`src/rtl/intc_pkg.sv`:
```
// Shared definitions for the APB interrupt controller.
// Holds the register word offsets, the request FSM encoding and default sizing.
package intc_pkg;

    // Default sizing: number of sources and width of the request ID.
    localparam int unsigned INTC_NB_IRQ = 8;
    localparam int unsigned INTC_IDW    = 4;

    // Register word index, i.e. paddr[4:2].
    localparam logic [2:0] REG_RAW       = 3'd0;  // 0x00
    localparam logic [2:0] REG_PENDING   = 3'd1;  // 0x04
    localparam logic [2:0] REG_ENABLE    = 3'd2;  // 0x08
    localparam logic [2:0] REG_EDGE_SEL  = 3'd3;  // 0x0C
    localparam logic [2:0] REG_ACTIVE_ID = 3'd4;  // 0x10

    // Request handshake states.
    typedef enum logic [1:0] {
        IDLE = 2'd0,
        REQ  = 2'd1,
        DONE = 2'd2
    } intc_state_e;

endpackage

```
`src/rtl/intc_src_cond.sv`:
```
// Per-source conditioning for the interrupt controller.
// Optional macro INTC_SYNC_EN inserts a 2-flop synchronizer per source line.
// Ports:
//   clk, rst : clock and synchronous active-high reset
//   src_i    : raw interrupt lines
//   cond_c   : conditioned lines (synchronized when INTC_SYNC_EN is defined)
//   rise_c   : one-cycle rising-edge pulse of cond_c
module intc_src_cond
    import intc_pkg::*;
#(
    parameter int unsigned NB_IRQ = INTC_NB_IRQ
) (
    input  logic              clk,
    input  logic              rst,
    input  logic [NB_IRQ-1:0] src_i,
    output logic [NB_IRQ-1:0] cond_c,
    output logic [NB_IRQ-1:0] rise_c
);

    logic [NB_IRQ-1:0] prev_d, prev_q;

`ifdef INTC_SYNC_EN
    logic [NB_IRQ-1:0] sync1_d, sync1_q, sync2_d, sync2_q;

    // Two-stage synchronizer for asynchronous sources.
    always_comb begin
        sync1_d = src_i;
        sync2_d = sync1_q;
    end

    always_ff @(posedge clk) begin
        if (rst) begin
            sync1_q <= '0;
            sync2_q <= '0;
        end else begin
            sync1_q <= sync1_d;
            sync2_q <= sync2_d;
        end
    end

    assign cond_c = sync2_q;
`else
    assign cond_c = src_i;
`endif

    // Previous-cycle copy for rising-edge detection.
    always_comb begin
        prev_d = cond_c;
        rise_c = cond_c & ~prev_q;
    end

    always_ff @(posedge clk) begin
        if (rst) begin
            prev_q <= '0;
        end else begin
            prev_q <= prev_d;
        end
    end

endmodule

```
`src/rtl/apb_irq_ctrl.sv`:
```
// APB-mapped interrupt controller: latches pending sources, masks them, and
// presents the lowest-index active source to the core with an ack handshake.
// Optional macro INTC_SYNC_EN: synchronize irq_src before edge/level logic.
// Ports:
//   clk, rst            : clock, synchronous active-high reset
//   irq_src             : raw interrupt lines (bit0 systick, bit1 hires timer)
//   apb_intc_*          : APB slave inputs; intc_apb_* : APB slave outputs
//   intc_cpu_irq/_id    : request and source index to the core
//   cpu_intc_irq_ack    : one-cycle acknowledge from the core
module apb_irq_ctrl
    import intc_pkg::*;
#(
    parameter int unsigned NB_IRQ = INTC_NB_IRQ,
    parameter int unsigned IDW    = INTC_IDW
) (
    input  logic              clk,
    input  logic              rst,
    input  logic [NB_IRQ-1:0] irq_src,
    input  logic              apb_intc_psel,
    input  logic [11:0]       apb_intc_paddr,
    input  logic              apb_intc_penable,
    input  logic              apb_intc_pwrite,
    input  logic [31:0]       apb_intc_pwdata,
    output logic [31:0]       intc_apb_prdata,
    output logic              intc_apb_pready,
    output logic              intc_apb_pslverr,
    output logic              intc_cpu_irq,
    output logic [IDW-1:0]    intc_cpu_irq_id,
    input  logic              cpu_intc_irq_ack
);

    logic [NB_IRQ-1:0] cond, rise;
    logic [NB_IRQ-1:0] pending_d, pending_q;
    logic [NB_IRQ-1:0] enable_d, enable_q;
    logic [NB_IRQ-1:0] edge_sel_d, edge_sel_q;
    logic [NB_IRQ-1:0] w1c, ack_clr, masked, id_oh, wdata;
    logic [IDW-1:0]    id_d, id_q, sel_id;
    logic              irq_d, irq_q;
    logic              wr_en, rd_en;
    logic [2:0]        reg_sel;
    intc_state_e       state_d, state_q;
    logic              unused_apb;

    intc_src_cond #(.NB_IRQ(NB_IRQ)) u_src_cond (
        .clk    (clk),
        .rst    (rst),
        .src_i  (irq_src),
        .cond_c (cond),
        .rise_c (rise)
    );

    assign wr_en   = apb_intc_psel & apb_intc_penable & apb_intc_pwrite;
    assign rd_en   = apb_intc_psel & ~apb_intc_pwrite;
    assign reg_sel = apb_intc_paddr[4:2];
    assign wdata   = apb_intc_pwdata[NB_IRQ-1:0];
    assign unused_apb = ^{apb_intc_paddr[11:5], apb_intc_paddr[1:0],
                          apb_intc_pwdata[31:NB_IRQ]};

    assign intc_apb_pready  = 1'b1;
    assign intc_apb_pslverr = 1'b0;
    assign intc_cpu_irq     = irq_q;
    assign intc_cpu_irq_id  = id_q;

    // One-hot of the latched ID, and lowest-index selection of masked sources.
    always_comb begin
        masked = pending_q & enable_q;
        sel_id = '0;
        id_oh  = '0;
        for (int i = NB_IRQ - 1; i >= 0; i--) begin
            if (masked[i]) sel_id = IDW'(i);
        end
        for (int i = 0; i < NB_IRQ; i++) begin
            id_oh[i] = (id_q == IDW'(i));
        end
    end

    // Register writes and pending update; an edge set wins over any clear.
    always_comb begin
        enable_d   = enable_q;
        edge_sel_d = edge_sel_q;
        w1c        = '0;
        ack_clr    = '0;
        if (wr_en) begin
            case (reg_sel)
                REG_PENDING:  w1c        = wdata;
                REG_ENABLE:   enable_d   = wdata;
                REG_EDGE_SEL: edge_sel_d = wdata;
                default:      ;
            endcase
        end
        if (state_q == REQ && cpu_intc_irq_ack) ack_clr = id_oh;
        for (int i = 0; i < NB_IRQ; i++) begin
            if (edge_sel_q[i]) pending_d[i] = (pending_q[i] & ~w1c[i] & ~ack_clr[i]) | rise[i];
            else               pending_d[i] = cond[i];
        end
    end

    // Request FSM; a request is retracted when its enable bit is being cleared.
    always_comb begin
        state_d = state_q;
        id_d    = id_q;
        case (state_q)
            IDLE: begin
                if (|masked) begin
                    id_d    = sel_id;
                    state_d = REQ;
                end
            end
            REQ: begin
                if (cpu_intc_irq_ack)             state_d = DONE;
                else if ((enable_d & id_oh) == '0) state_d = IDLE;
            end
            DONE:    state_d = IDLE;
            default: state_d = IDLE;
        endcase
        irq_d = (state_d == REQ);
    end

    always_ff @(posedge clk) begin
        if (rst) begin
            pending_q  <= '0;
            enable_q   <= '0;
            edge_sel_q <= '0;
            state_q    <= IDLE;
            id_q       <= '0;
            irq_q      <= 1'b0;
        end else begin
            pending_q  <= pending_d;
            enable_q   <= enable_d;
            edge_sel_q <= edge_sel_d;
            state_q    <= state_d;
            id_q       <= id_d;
            irq_q      <= irq_d;
        end
    end

    // Combinational read mux; zero when not reading.
    always_comb begin
        intc_apb_prdata = '0;
        if (rd_en) begin
            case (reg_sel)
                REG_RAW:       intc_apb_prdata = 32'(cond);
                REG_PENDING:   intc_apb_prdata = 32'(pending_q);
                REG_ENABLE:    intc_apb_prdata = 32'(enable_q);
                REG_EDGE_SEL:  intc_apb_prdata = 32'(edge_sel_q);
                REG_ACTIVE_ID: intc_apb_prdata = {irq_q, 31'(id_q)};
                default:       intc_apb_prdata = '0;
            endcase
        end
    end

endmodule
```
`config.mk`:
```
export PLATFORM = sky130hd
export DESIGN_NAME = apb_irq_ctrl
export DESIGN_NICKNAME = d
export VERILOG_FILES = /design/src/rtl/intc_pkg.sv /design/src/rtl/intc_src_cond.sv /design/src/rtl/apb_irq_ctrl.sv
export SDC_FILE = /design/constraint.sdc
export NUM_CORES = 1
export LEC_CHECK = 0
export CORE_MARGIN = 1.5
export CORE_UTILIZATION = 47
export CTS_BUF_LIST = sky130_fd_sc_hd__clkbuf_2 sky130_fd_sc_hd__clkbuf_4 sky130_fd_sc_hd__clkbuf_8
export DETAILED_ROUTE_END_ITERATION = 6
export GPL_TIMING_DRIVEN = 0
export PLACE_DENSITY = 0.89
export SETUP_SLACK_MARGIN = 0.05
export SLEW_MARGIN = 20
export SYNTH_ARGS = -nofsm -noshare
export SYNTH_HDL_FRONTEND = slang
export SYNTH_SLANG_ARGS = --single-unit
```
`constraint.sdc`:
```
create_clock -name clk -period 2.3 [get_ports clk]
set_input_delay 0.23 -clock clk [delete_from_list [all_inputs] [get_ports clk]]
set_output_delay 0.23 -clock clk [all_outputs]
set_load 0.1 [all_outputs]
```
; Yosys cells after proc, flatten, opt, wreduce, memory -nomap -nowiden
; Cells that the tools add are included.
[totals]
input_bits = 58
out_inout_bits = 39
ff_bits = 39
elab_cells = 103
[classes]
eq_ne = 13
n_reduce_logical = 8
mux = 27
bitwise_logic = 48
[ops]
columns = op, count
row1 = $pmux W32 S5, 1
row2 = $mux W8, 5
row3 = $mux W32, 1
row4 = $mux W4, 7
row5 = $and A8 B8 Y8, 3
row6 = $and A1 B1 Y1, 19
row7 = $not A1 Y1, 17
row8 = $eq A4 B3 Y1 const B, 4
row9 = $eq A4 B2 Y1 const B, 2
row10 = $logic_not A8 Y1, 1
row11 = $mux W1, 8
row12 = $not A8 Y8, 1
row13 = $or A1 B1 Y1, 8
row14 = $reduce_or A8 Y1, 1
row15 = $eq A3 B2 Y1 const B, 2
row16 = $mux W2, 3
row17 = $eq A2 B1 Y1 const B, 2
row18 = $eq A4 B1 Y1 const B, 1
row19 = $logic_not A4 Y1, 1
row20 = $pmux W2 S2, 1
row21 = $reduce_and A2 Y1, 2
row22 = $eq A3 B1 Y1 const B, 1
row23 = $eq A3 B3 Y1 const B, 1
row24 = $logic_not A3 Y1, 1
row25 = other kinds (3), 3

; Depth between registers and ports, before layout
[depth]
word_depth = 9
mapped_depth = 7
depth_no_buf = 5

; By module
; Synthesis repeated with hierarchy kept, for this count alone.
[hier_totals]
hier_cells = 264
hier_area_um2 = 2265.9
[modules_own_cells]
columns = module, instances, cells_each, area_per_inst_um2, seq_area_each_um2
row1 = apb_irq_ctrl, 1, 232, 1945.6, 600.6
row2 = intc_src_cond, 1, 32, 320.3, 160.2

; Least setup slack after synthesis
; Ideal clock, no wire load.
[synth_path]
kind = register -> output
startpoint = register irq_q, in the netlist intc_cpu_irq
endpoint = output port intc_apb_prdata[31]
setup_slack_ns = -1.250
path_stages_with_launch = 3
required_ns = 2.070
path_buffers = 0
t_arrival_ns = 3.320
path_cell_list = dfxtp_1 nand3_1 nor3b_1
[synth_via]
elab_chain_len = 2
[synth_lines]
columns = element, line_no
row1 = start: declaration, apb_irq_ctrl.sv:38  ; logic irq_d, irq_q;
row2 = start signal: assignment, apb_irq_ctrl.sv:133  ; irq_q <= irq_d;
row3 = $pmux W32 S5, apb_irq_ctrl.sv:141  ; case (reg_sel)
row4 = $mux W32, apb_irq_ctrl.sv:140  ; if (rd_en) begin
row5 = end: declaration, apb_irq_ctrl.sv:24  ; output logic [31:0] intc_apb_prdata,
; Every way passes these cells.

; Worst setup path after layout
[layout_path]
startpoint = register id_q[1], in the netlist intc_cpu_irq_id[1]
endpoint = output port intc_cpu_irq_id[1]
[layout_lines]
columns = element, line_no
row1 = start: declaration, apb_irq_ctrl.sv:37  ; logic [IDW-1:0] id_d, id_q, sel_id;
row2 = start signal: assignment, apb_irq_ctrl.sv:132  ; id_q <= id_d;
row3 = end: declaration, apb_irq_ctrl.sv:28  ; output logic [IDW-1:0] intc_cpu_irq_id,
; No word-level cell between the ends.

==> key figures <==
Drt
  • Wire per inst: 15.7 um
  • Total number of vias: 2242
  • Total iterations of the first detailed-routing run: 5
  • Routed WL: 6130 um
  • Vias per std cell: 5.73
  • Post-route ant nets: 0
  • First-iteration detailed-routing DRC count: 303
  • DRC: 0

Placed design
  • GP Congestion: 0.981
  • Buffers on Ports: 35
  • Post-placement cell count: 380
  • Pre-CTS setup slack: -1.15 ns
  • Post-DP HPWL: 4380 um

GRT
  • GRT Residual Overflow: 0
  • GRT met2 Usage: 36.9%
  • Gr busiest metal: met2
  • GRT Util Overall: 24.7%
  • Met1 global-route usage: 32.4%
  • First-pass GRT wire length: 9730 um
  • Initial antenna violation count: 0
  • Pin count of the biggest net entering global routing: 12
  • Vias in the first global route: 1955
  • Met3 usage in global routing: 7.59%

Clock network
  • Clk_lat worst skew: 0.29 ns
  • Cts bufs inserted: 5
  • CTS tree: built
  • Sink Count: 38
  • Clk slew on worst S/H paths: 0.08 ns
  • Root Buffer: clkbuf_8
  • CTS H-tree depth: 2
  • Clock tree buffer depth: 2

Power and ir drop
  • P_leak: 1.13 nW
  • Maximum VDD drop: 280 uV
  • Final Power: 1.56 mW
  • Pwr/cell area: 551 nW/um^2

Worst setup path
  • Crit path cell chain: clkdlybuf4s50_1
  • R2R Setup Slk: 0.63 ns
  • Crit. End Element: primary output
  • Critical Path Max Stage Delay: 1.19 ns
  • Setup Crit Path Kind: reg2out
  • Stages on worst setup path: 1
  • Critical path buffers and inverters: 1
  • Crit path max-delay cell type: clkdlybuf4s50_1
  • Startpoint Class: flip-flop
  • CP startpoint: intc_cpu_irq_id[1]$_SDFFE_PP0P_
  • FF-to-FF End: intc_cpu_irq$_SDFF_PP0_
  • CP top delay family: buffers and inverters
  • Crit path DAT: 1.97 ns
  • Crit path required time: 2.07 ns
  • Crit path to: intc_cpu_irq_id[1]
  • CP max FO: 5
  • Critical R2R Launch: intc_cpu_irq_id[1]$_SDFFE_PP0P_
  • R2r worst-path depth: 6

Synth
  • Yosys warning total: 0
  • Compound-Gate Fraction of Synth Area: 19.1%
  • Post-synth EDFFs: 0
  • Post-Syn Instances: 269
  • Share of the synthesized area in the top cell type: 34.6%
  • Post-synthesis simple-gate area fraction: 24.8%
  • Post-synthesis adder-cell area fraction: 0%
  • XOR/XNOR Fraction of Synth Area: 0%
  • Post-synthesis mux area share: 9.62%
  • Synthesized area: 2200 sq um
  • Combinational family with the most area after synthesis: simple AND/OR/NAND/NOR gates
  • Ys async rst share: 0%
  • Post-synthesis sequential area ratio: 34.6%
  • Synth area leaders: dfxtp_1 (35%), buf_4 (9.2%), nand2_1 (8.7%)
  • Synth unique cells: 39
  • Post-synth top area cell: dfxtp_1
  • Synthesized flop and latch total: 38
  • Syn avg cell area: 8.17 sq um
  • Main flop type after synthesis: dfxtp_1

Timing
  • RSZ-0062 raised after global routing: no
  • Slew at the pin closest to its max-slew limit: 0.965 ns
  • Clk_skew: 0.00675 ns
  • Fin. Hold Viols: 0
  • Max-slew headroom: 35.4%
  • Min Tclk post-route: 2.20 ns
  • Max Freq: 0.454 GHz
  • Crit share post-route: 95.7%
  • Final setup viols: 0
  • Final setup margin: 0.0978 ns
  • Pins over their slew limit: 0

Die
  • # rows: 24
  • Core Box Area: 4410 sq um
  • Die Footprint: 5100 sq um
  • Die H: 71.4 um
  • Initial Util: 49.8%
  • Die Width: 71.4 um
  • IO Pins: 97

Finish
  • Most common cell after layout, fill and taps aside: nand2_1
  • Fin nets: 396
  • Share of post-route cells with drive strength above 1: 18.9%
  • Most frequent cells in the layout: nand2_1 (51), dfxtp_1 (38), buf_4 (35)
  • Ant. Diodes: 0
  • Syn-to-layout area delta: 29.0%
  • Non-Filler Instances: 391

Hold path
  • Class of the worst hold path: reg2reg

Run status
  • Outcome: completed

Job
  • Max Cap Viol: 0
==> sequential cells by signal, indices dropped and copies added (netlist names) <==
signal             cells
edge_sel_q             8
enable_q               8
intc_cpu_irq           1
intc_cpu_irq_id        3
pending_q              8
state_q                2
u_src_cond.prev_q      8
==> metrics by stage <==
step                hold WS (ns)  area, sq um  setup TNS (ns)  utilization [%]
floorplan                  0.314         2290           -4.85                -
global placement           0.449         2710           -9.19             61.4
detailed placement         0.457         2710           -9.35             61.4
CTS                        0.473         2810         -0.0368             63.7
global route               0.497         2840               0             64.2
finish                     0.470         2840               0             64.2
==> logic make-up after synthesis <==
family,after synthesis
mux,16
simple gates,113
other cells,2
buf+inv,39
compound gates,61
flops,38
==> worst min-delay path by stage <==
stage,start,to,slack (ns),cells after the start
after floorplan,rst,u_src_cond.prev_q[7]$_SDFF_PP0_,0.31,1
after global placement,u_src_cond.prev_q[5]$_SDFF_PP0_,pending_q[5]$_SDFF_PP0_,0.45,2
after detailed placement,u_src_cond.prev_q[2]$_SDFF_PP0_,pending_q[2]$_SDFF_PP0_,0.46,2
after CTS,u_src_cond.prev_q[2]$_SDFF_PP0_,pending_q[2]$_SDFF_PP0_,0.47,2
after global routing,u_src_cond.prev_q[3]$_SDFF_PP0_,pending_q[3]$_SDFF_PP0_,0.50,2
final,u_src_cond.prev_q[2]$_SDFF_PP0_,pending_q[2]$_SDFF_PP0_,0.47,2
==> area by class of cell <==
class                           instances  area, sq um
Tap cell                               52         65.1
Clock buffer                            7         90.1
Fill cell                             377         1580
Sequential cell                        38          761
Clock inverter                          1         5.00
Timing Repair Buffer                   38          360
Multi-Input combinational cell        216         1290
Buffer                                 39          264
==> report_power, final <==
group	switching, mW	total (mW)	internal (mW)
Combinational	0.284	0.392	0.108
Sequential	0.0142	0.690	0.676
Clock	0.228	0.481	0.254
Total	0.526	1.56	1.04
==> what timing repair did <==
action	4_1_cts	5_1_grt
buffers inserted	2	1
hold buffers	0	0
resized for setup	59	2
pin swaps	1	0
setup endpoints to repair	9	9
==> metal layers <==
metal	vias to the layer above	wire length, um
met4	0	148
met1	1014	2430
li1	1049	-
met2	159	2800
met5	-	0
met3	20	750
==> synth_stat cells (2+ instances only) <==
master     count
nor2_1        18
a21oi_1       19
nand2_1       51
a2111oi_0      8
nor3b_1        4
nand3b_1       3
nor3_1         4
buf_2          5
clkbuf_1       6
buf_4         27
a221oi_1       5
conb_1         2
nand2b_1       4
a311oi_1       2
dfxtp_1       38
nor2b_1        8
mux4_2         4
mux2i_1       11
nand4b_1       2
o21ai_1        6
a22oi_1        6
nand3_1       12
a21o_1         8
==> worst register-to-register path: stages, from the launching register on <==
cell	delay (ns)
dfxtp_1	0.49
buf_2	0.32
mux2i_1	0.24
nand4_1	0.11
o211a_1	0.16
o21ai_1	0.10
a311oi_1	0.12
(Power assumes the default switching activity.)
